## src/rtl/line_fill_burst_adapter_pkg.sv

```systemverilog
// Types and default geometry shared by the instruction-cache fill path.
package icache_pkg;
    typedef enum logic [1:0] {IDLE, REQ, FILL} fill_state_t;

    localparam int I_BURST  = 16;
    localparam int I_DATA_W = 32;
    localparam int I_LINE_W = 512;
    localparam int I_OFS_W  = 6;
endpackage

```

## src/rtl/line_fill_burst_adapter_if.sv

```systemverilog
// Cache miss port (cache is master) and Avalon-MM burst read port (adapter is master).
interface cache_fill_if #(parameter int LINE_W = icache_pkg::I_LINE_W);
    logic [31:0]       c_address;
    logic              c_read;
    logic [4:0]        c_burstcount;
    logic              c_wait;
    logic [LINE_W-1:0] c_linedata;

    modport master (output c_address, c_read, c_burstcount, input c_wait, c_linedata);
    modport slave  (input c_address, c_read, c_burstcount, output c_wait, c_linedata);
endinterface

interface avalon_burst_if #(parameter int DATA_W = icache_pkg::I_DATA_W);
    logic [31:0]       m_address;
    logic              m_read;
    logic [4:0]        m_burstcount;
    logic              m_waitrequest;
    logic [DATA_W-1:0] m_readdata;
    logic              m_readdatavalid;

    modport master (output m_address, m_read, m_burstcount,
                    input m_waitrequest, m_readdata, m_readdatavalid);
    modport slave  (input m_address, m_read, m_burstcount,
                    output m_waitrequest, m_readdata, m_readdatavalid);
endinterface

```

## src/rtl/line_fill_burst_adapter.sv

```systemverilog
// Turns one cache line request into a single Avalon burst read and packs the
// returned beats into a full line; c_wait covers the whole fill.
module line_fill_burst_adapter
    import icache_pkg::*;
#(
    parameter int BURST  = I_BURST,
    parameter int DATA_W = I_DATA_W,
    parameter int LINE_W = BURST * DATA_W,
    parameter int OFS_W  = $clog2(LINE_W / 8)
) (
    input  logic          clk,
    input  logic          reset,
    cache_fill_if.slave   c,
    avalon_burst_if.master m,
    output logic [31:0]   fill_count
);
    localparam int BEAT_W = $clog2(BURST);
    localparam logic [31:0] ADDR_MASK = ~((32'd1 << OFS_W) - 32'd1);
    localparam logic [BEAT_W-1:0] LAST_BEAT = BEAT_W'(BURST - 1);

    fill_state_t       state;
    logic [BEAT_W-1:0] beat;
    logic              c_wait_q;
    logic              m_read_q;
    logic [31:0]       m_address_q;
    logic [LINE_W-1:0] line_q;

    assign c.c_wait       = c_wait_q;
    assign c.c_linedata   = line_q;
    assign m.m_read       = m_read_q;
    assign m.m_address    = m_address_q;
    assign m.m_burstcount = 5'(BURST);

    always_ff @(posedge clk or posedge reset) begin
        if (reset) begin
            state       <= IDLE;
            beat        <= '0;
            c_wait_q    <= 1'b0;
            m_read_q    <= 1'b0;
            m_address_q <= '0;
            line_q      <= '0;
            fill_count  <= '0;
        end else begin
            case (state)
                IDLE: begin
                    // Requests with the wrong burst length are silently dropped.
                    if (c.c_read && c.c_burstcount == 5'(BURST)) begin
                        m_address_q <= c.c_address & ADDR_MASK;
                        m_read_q    <= 1'b1;
                        c_wait_q    <= 1'b1;
                        beat        <= '0;
                        state       <= REQ;
                    end
                end
                REQ: begin
                    if (!m.m_waitrequest) begin
                        m_read_q <= 1'b0;
                        state    <= FILL;
                    end
                end
                FILL: begin
                    if (m.m_readdatavalid) begin
                        line_q[int'(beat) * DATA_W +: DATA_W] <= m.m_readdata;
                        beat <= beat + BEAT_W'(1);
                        if (beat == LAST_BEAT) begin
                            c_wait_q   <= 1'b0;
                            fill_count <= fill_count + 32'd1;
                            state      <= IDLE;
                        end
                    end
                end
                default: state <= IDLE;
            endcase
        end
    end
endmodule

```

## src/flat_wrapper.sv

```systemverilog
// flat-port wrapper written by rule: the top's interface ports become plain ports
module line_fill_burst_adapter_flat import icache_pkg::*;
#(
    parameter int BURST  = I_BURST,
    parameter int DATA_W = I_DATA_W,
    parameter int LINE_W = BURST * DATA_W,
    parameter int OFS_W  = $clog2(LINE_W / 8)
)
  (clk, reset, fill_count, c_c_address, c_c_read, c_c_burstcount, c_c_wait, c_c_linedata, m_m_address, m_m_read, m_m_burstcount, m_m_waitrequest, m_m_readdata, m_m_readdatavalid);
  cache_fill_if #(.LINE_W(LINE_W)) c_i ();
  avalon_burst_if #(.DATA_W(DATA_W)) m_i ();
  input  logic clk;
  input  logic reset;
  output logic [31:0] fill_count;
  input wire logic [$bits(c_i.c_address)-1:0] c_c_address;
  input wire logic [$bits(c_i.c_read)-1:0] c_c_read;
  input wire logic [$bits(c_i.c_burstcount)-1:0] c_c_burstcount;
  output wire logic [$bits(c_i.c_wait)-1:0] c_c_wait;
  output wire logic [$bits(c_i.c_linedata)-1:0] c_c_linedata;
  output wire logic [$bits(m_i.m_address)-1:0] m_m_address;
  output wire logic [$bits(m_i.m_read)-1:0] m_m_read;
  output wire logic [$bits(m_i.m_burstcount)-1:0] m_m_burstcount;
  input wire logic [$bits(m_i.m_waitrequest)-1:0] m_m_waitrequest;
  input wire logic [$bits(m_i.m_readdata)-1:0] m_m_readdata;
  input wire logic [$bits(m_i.m_readdatavalid)-1:0] m_m_readdatavalid;
  assign c_i.c_address = c_c_address;
  assign c_i.c_read = c_c_read;
  assign c_i.c_burstcount = c_c_burstcount;
  assign c_c_wait = c_i.c_wait;
  assign c_c_linedata = c_i.c_linedata;
  assign m_m_address = m_i.m_address;
  assign m_m_read = m_i.m_read;
  assign m_m_burstcount = m_i.m_burstcount;
  assign m_i.m_waitrequest = m_m_waitrequest;
  assign m_i.m_readdata = m_m_readdata;
  assign m_i.m_readdatavalid = m_m_readdatavalid;
  line_fill_burst_adapter #(.BURST(BURST), .DATA_W(DATA_W), .LINE_W(LINE_W), .OFS_W(OFS_W)) u_core (.clk(clk), .reset(reset), .c(c_i), .m(m_i), .fill_count(fill_count));
endmodule
```

## config.mk

```make
export PLATFORM = sky130hd
export DESIGN_NAME = line_fill_burst_adapter_flat
export DESIGN_NICKNAME = d
export VERILOG_FILES = /design/src/rtl/line_fill_burst_adapter_pkg.sv /design/src/rtl/line_fill_burst_adapter_if.sv /design/src/rtl/line_fill_burst_adapter.sv /design/src/flat_wrapper.sv
export SDC_FILE = /design/constraint.sdc
export NUM_CORES = 1
export LEC_CHECK = 0
export CAP_MARGIN = 40
export CORE_AREA = 4 4 255 257
export DETAILED_ROUTE_END_ITERATION = 8
export DIE_AREA = 0 0 259 261
export GPL_TIMING_DRIVEN = 0
export PLACE_DENSITY = 0.66
export SYNTH_ARGS = -nofsm -noshare
export SYNTH_HDL_FRONTEND = slang
export SYNTH_SLANG_ARGS = --single-unit
```

## constraint.sdc

```tcl
create_clock -name clk -period 21.2 [get_ports clk]
set_input_delay 2.12 -clock clk [delete_from_list [all_inputs] [get_ports clk]]
set_output_delay 2.12 -clock clk [all_outputs]
set_load 0.02 [all_outputs]
```

==> metrics.md <==
| Metric | Value |
|---|---|
| CP Buf/Inv Count | `2` |
| Ports | `657` |
| Worst-path clk slew | `0.06 ns` |
| Vias in the first global route | `19800` |
| Leakage power summed over all cells | `0.0166 uW` |
| CP Data Arrival Time | `4.48 ns` |
| Total congestion overflow | `0` |
| Final Power | `4310 uW` |
| Worst Tran Pin Value | `0.899 ns` |
| Number of hold violations in the final report | `0` |
| Length of the first detailed-routing pass in iterations | `7` |
| Share of total power in sequential cells | `35.3%` |
| Total detailed-routing wirelength | `92.4 mm` |
| Remaining antenna violation count | `0` |
| RSZ-0062 raised after global routing | `false` |
| Maximum number of pins on one net before global-route repair | `115` |
| Gate power share | `39.6%` |
| DIE AREA | `67600 um^2` |
| # hold bufs at CTS | `0` |
| Unique masters post-synth | `50` |
| Gate count after technology mapping | `2205` |
| Most area-consuming cells after synthesis | `sky130_fd_sc_hd__dfrtp_1 60%, sky130_fd_sc_hd__nand2_1 6.3%, sky130_fd_sc_hd__mux2_1 4.9%, sky130_fd_sc_hd__o21ai_0 4.3%, sky130_fd_sc_hd__nand3_1 3.1%` |
| Maximum net fanout on the critical path | `10` |
| Post-synthesis cell type with the largest combined area | `sky130_fd_sc_hd__dfrtp_1` |
| Classification of the worst setup path | `in -> reg` |
| Post-synthesis cell area | `24100 um^2` |
| H-tree depth | `2` |
| Share of layout cells above drive strength 1 | `10.7%` |
| Buffer levels on the longest clock path | `3` |
| Synthesized area divided by synthesized cell count | `10.9 um^2` |
| Max-cap violation count | `0` |
| Initial antenna violation count | `2` |
| Sink Count | `578` |
| Relative max-transition margin | `39.5%` |
| Total via count after detailed routing | `19700` |
| Max-slew violations | `0` |
| Sw Pwr | `1640 uW` |
| Worst voltage drop across the vdd grid | `0.0000650 V` |
| Nets | `3018` |
| CP delay by family, top | `simple AND/OR/NAND/NOR gates` |
| Power Density | `127 nW/um^2` |
| CP startpoint kind | `input pin` |
| Sequential element share of the synthesized area | `60.1%` |
| First-pass GRT wire length | `134 mm` |
| Switching part of the total | `38.0%` |
| Die Height | `261 um` |
| Final weighted congestion in routability-driven placement | `0.857` |
| CTS tree | `built` |
| Cell-by-cell trace of the critical path | `clkdlybuf4s50_1 -> nand3b_1 -> nor3_1 -> and2_1 -> clkbuf_1 -> o21ai_0` |
| Maximum single-stage delay on the critical path | `0.67 ns` |
| Cell Rows | `92` |
| Worst path slowest cell | `sky130_fd_sc_hd__and2_1` |
| Period minus WS final | `4.01 ns` |
| Average wire per cell in the routed design | `24.1 um` |
| Min-delay worst type | `reg -> reg` |
| Critical path capture point type | `flip-flop` |
| Leading register cell type out of synthesis | `sky130_fd_sc_hd__dfrtp_1` |
| Internal power contribution | `2670 uW` |
| Sum of net half-perimeters after detailed placement | `69.9 mm` |
| Detailed Route Iter0 Violations | `1409` |
| Post-route fraction of the period consumed by the critical path | `18.9%` |
| CTS root buffer | `sky130_fd_sc_hd__clkbuf_16` |
| Core area | `62700 um^2` |
| Clock latency reported for the late side of the worst-skew pair | `0.62 ns` |
| Maximum clock skew at final layout | `0.0196 ns` |
| #FFs+latches synth | `578` |
| Clock Power Share | `25.1%` |
| Routed vias/inst | `5.14` |
| X dimension of the die | `259 um` |
| Number of input and output port buffers inserted | `639` |
| Area growth syn-to-layout | `41.2%` |
| Number of enable flip-flop cells after synthesis | `0` |
| TritonCTS Buffers | `61` |
| Post-cts sizing count | `0` |
| Initial Util | `38.3%` |
| Total of warnings raised by yosys | `0` |
| Final setup viols | `0` |
| Status | `complete, no violations` |
| Residual DRC | `0` |
| Number of buffers added for setup after CTS | `0` |
| Overall track demand over capacity in global routing | `26.4%` |
| Setup Total Neg Slack | `0 ns` |
| Worst EP required | `21.67 ns` |
| Area share of the largest cell type after synthesis | `60.1%` |
| Proportion of synthesized flip-flops having asynchronous set or reset | `100%` |
| Fmax | `249 MHz` |
layout make-up:
type | count | area (um^2)
tap | 846 | 1060
antenna | 5 | 12.5
inverter | 139 | 529
sequential | 578 | 14500
multi-input combinational | 1305 | 8110
fill | 5415 | 28800
buffer | 192 | 986
clock inverter | 24 | 244
timing repair buffer | 663 | 6790
clock buffer | 84 | 1760
cell usage after synthesis (all sizes together), types with 2 or more instances:
cell,count
nand2b,2
nor3,11
nor2,10
a22o,2
o21ai,216
nor4,4
and3,74
or2,2
ha,4
xnor2,29
and3b,5
a21o,34
a21oi,3
nand4,58
nand2,405
nand3b,3
mux2,187
inv,139
o2111ai,2
buf,98
and2,39
and4,6
mux2i,33
o31ai,3
xor2,6
conb,2
nand3,150
clkbuf,94
nor2b,2
dfrtp,578
tightest hold or removal path, delay by kind of cell (launching register included):
| family | cells | cell delay [ns] |
|---|---|---|
| flip-flops | 1 | 0.34 |
| AND/OR/NAND/NOR | 2 | 0.10 |
per-stage QoR:
step / instances / hold WS (ns) / utilization, % / cell area [um^2] / setup slack (ns)
global placement: 3699 / 0.453 / 50.3 / 31500 / -3.47
global route: 3831 / 0.486 / 54.1 / 33900 / 16.91
floorplan: 2214 / 0.550 / - / 24100 / 2.91
CTS: 3831 / 0.469 / 54.1 / 33900 / 17.21
detailed placement: 3723 / 0.455 / 50.9 / 31900 / 16.53
finish: 3836 / 0.468 / 54.1 / 34000 / 17.19
power groups by stage:
stage	clock [uW]	sequential, uW	combinational [uW]
2_1_floorplan	0	1810	555
3_3_place_gp	0	1530	1670
3_5_place_dp	0	1540	1710
4_1_cts	1100	1520	1720
5_1_grt	1140	1550	1820
6_report	1080	1520	1710
layout by cell type, fill, tap and decap left out, types with 6 or more instances in the layout:
cell type	count
sky130_fd_sc_hd__mux2_4	30
sky130_fd_sc_hd__nand2_1	405
sky130_fd_sc_hd__nand4_1	56
sky130_fd_sc_hd__mux2_1	105
sky130_fd_sc_hd__mux2_2	52
sky130_fd_sc_hd__buf_6	22
sky130_fd_sc_hd__a21o_1	34
sky130_fd_sc_hd__inv_1	137
sky130_fd_sc_hd__nand3_1	147
sky130_fd_sc_hd__and3_1	74
sky130_fd_sc_hd__buf_4	24
sky130_fd_sc_hd__and4_1	6
sky130_fd_sc_hd__nor2_1	10
sky130_fd_sc_hd__and2_1	39
sky130_fd_sc_hd__nor3_1	7
sky130_fd_sc_hd__clkbuf_8	15
sky130_fd_sc_hd__clkbuf_16	61
sky130_fd_sc_hd__buf_8	11
sky130_fd_sc_hd__o21ai_1	11
sky130_fd_sc_hd__buf_2	54
sky130_fd_sc_hd__clkdlybuf4s50_1	639
sky130_fd_sc_hd__clkinv_2	13
sky130_fd_sc_hd__clkbuf_1	100
sky130_fd_sc_hd__dfrtp_1	578
sky130_fd_sc_hd__xnor2_1	29
sky130_fd_sc_hd__o21ai_0	205
sky130_fd_sc_hd__mux2i_1	33
sky130_fd_sc_hd__buf_1	6
sky130_fd_sc_hd__conb_1	11
cell families after synthesis:
family | count (synthesis) | share of synthesized area [%]
flip-flops | 578 | 60.1
buffers and inverters | 331 | 6.26
AND/OR/NAND/NOR | 772 | 15.4
adder cells (fa/ha/maj) | 4 | 0.208
multiplexers | 220 | 10.6
AO/OA/AOI/OAI | 263 | 6.03
XOR/XNOR | 35 | 1.31
other | 2 | 0.0312
per-layer routing:
metal | vias to the layer above | global-route usage (%) | part of all wire [%]
met5 | - | 0 | 0.0097
met1 | 9949 | 34.0 | 40
met3 | 187 | 6.30 | 7.3
met2 | 797 | 44.1 | 48
met4 | 2 | 9.18 | 3.9
li1 | 8790 | - | -
sequential cells by signal, summed over array words and instances (netlist names):
| name | cells |
|---|---|
| u_core.c.c_linedata | 512 |
| u_core.fill_count | 32 |
| u_core.m.m_address | 26 |
| u_core.beat | 4 |
| u_core.state | 2 |
| u_core.c.c_wait | 1 |
| u_core.m.m_read | 1 |
final timing paths:
kind	from	endpoint	slack, ns	depth (start not counted)
max	m_m_readdatavalid	u_core.c.c_linedata[403]	17.19	6
min	u_core.c.c_linedata[59]	u_core.c.c_linedata[59]	0.47	2
max reg2reg	u_core.beat[0]	u_core.c.c_linedata[403]	17.33	10
min reg2reg	u_core.c.c_linedata[59]	u_core.c.c_linedata[59]	0.47	2
max in group asynchronous	reset	u_core.c.c_linedata[433]	17.26	5
min in group asynchronous	reset	u_core.c.c_linedata[386]	2.00	2
Note: power is estimated with default switching activity, not from simulation.
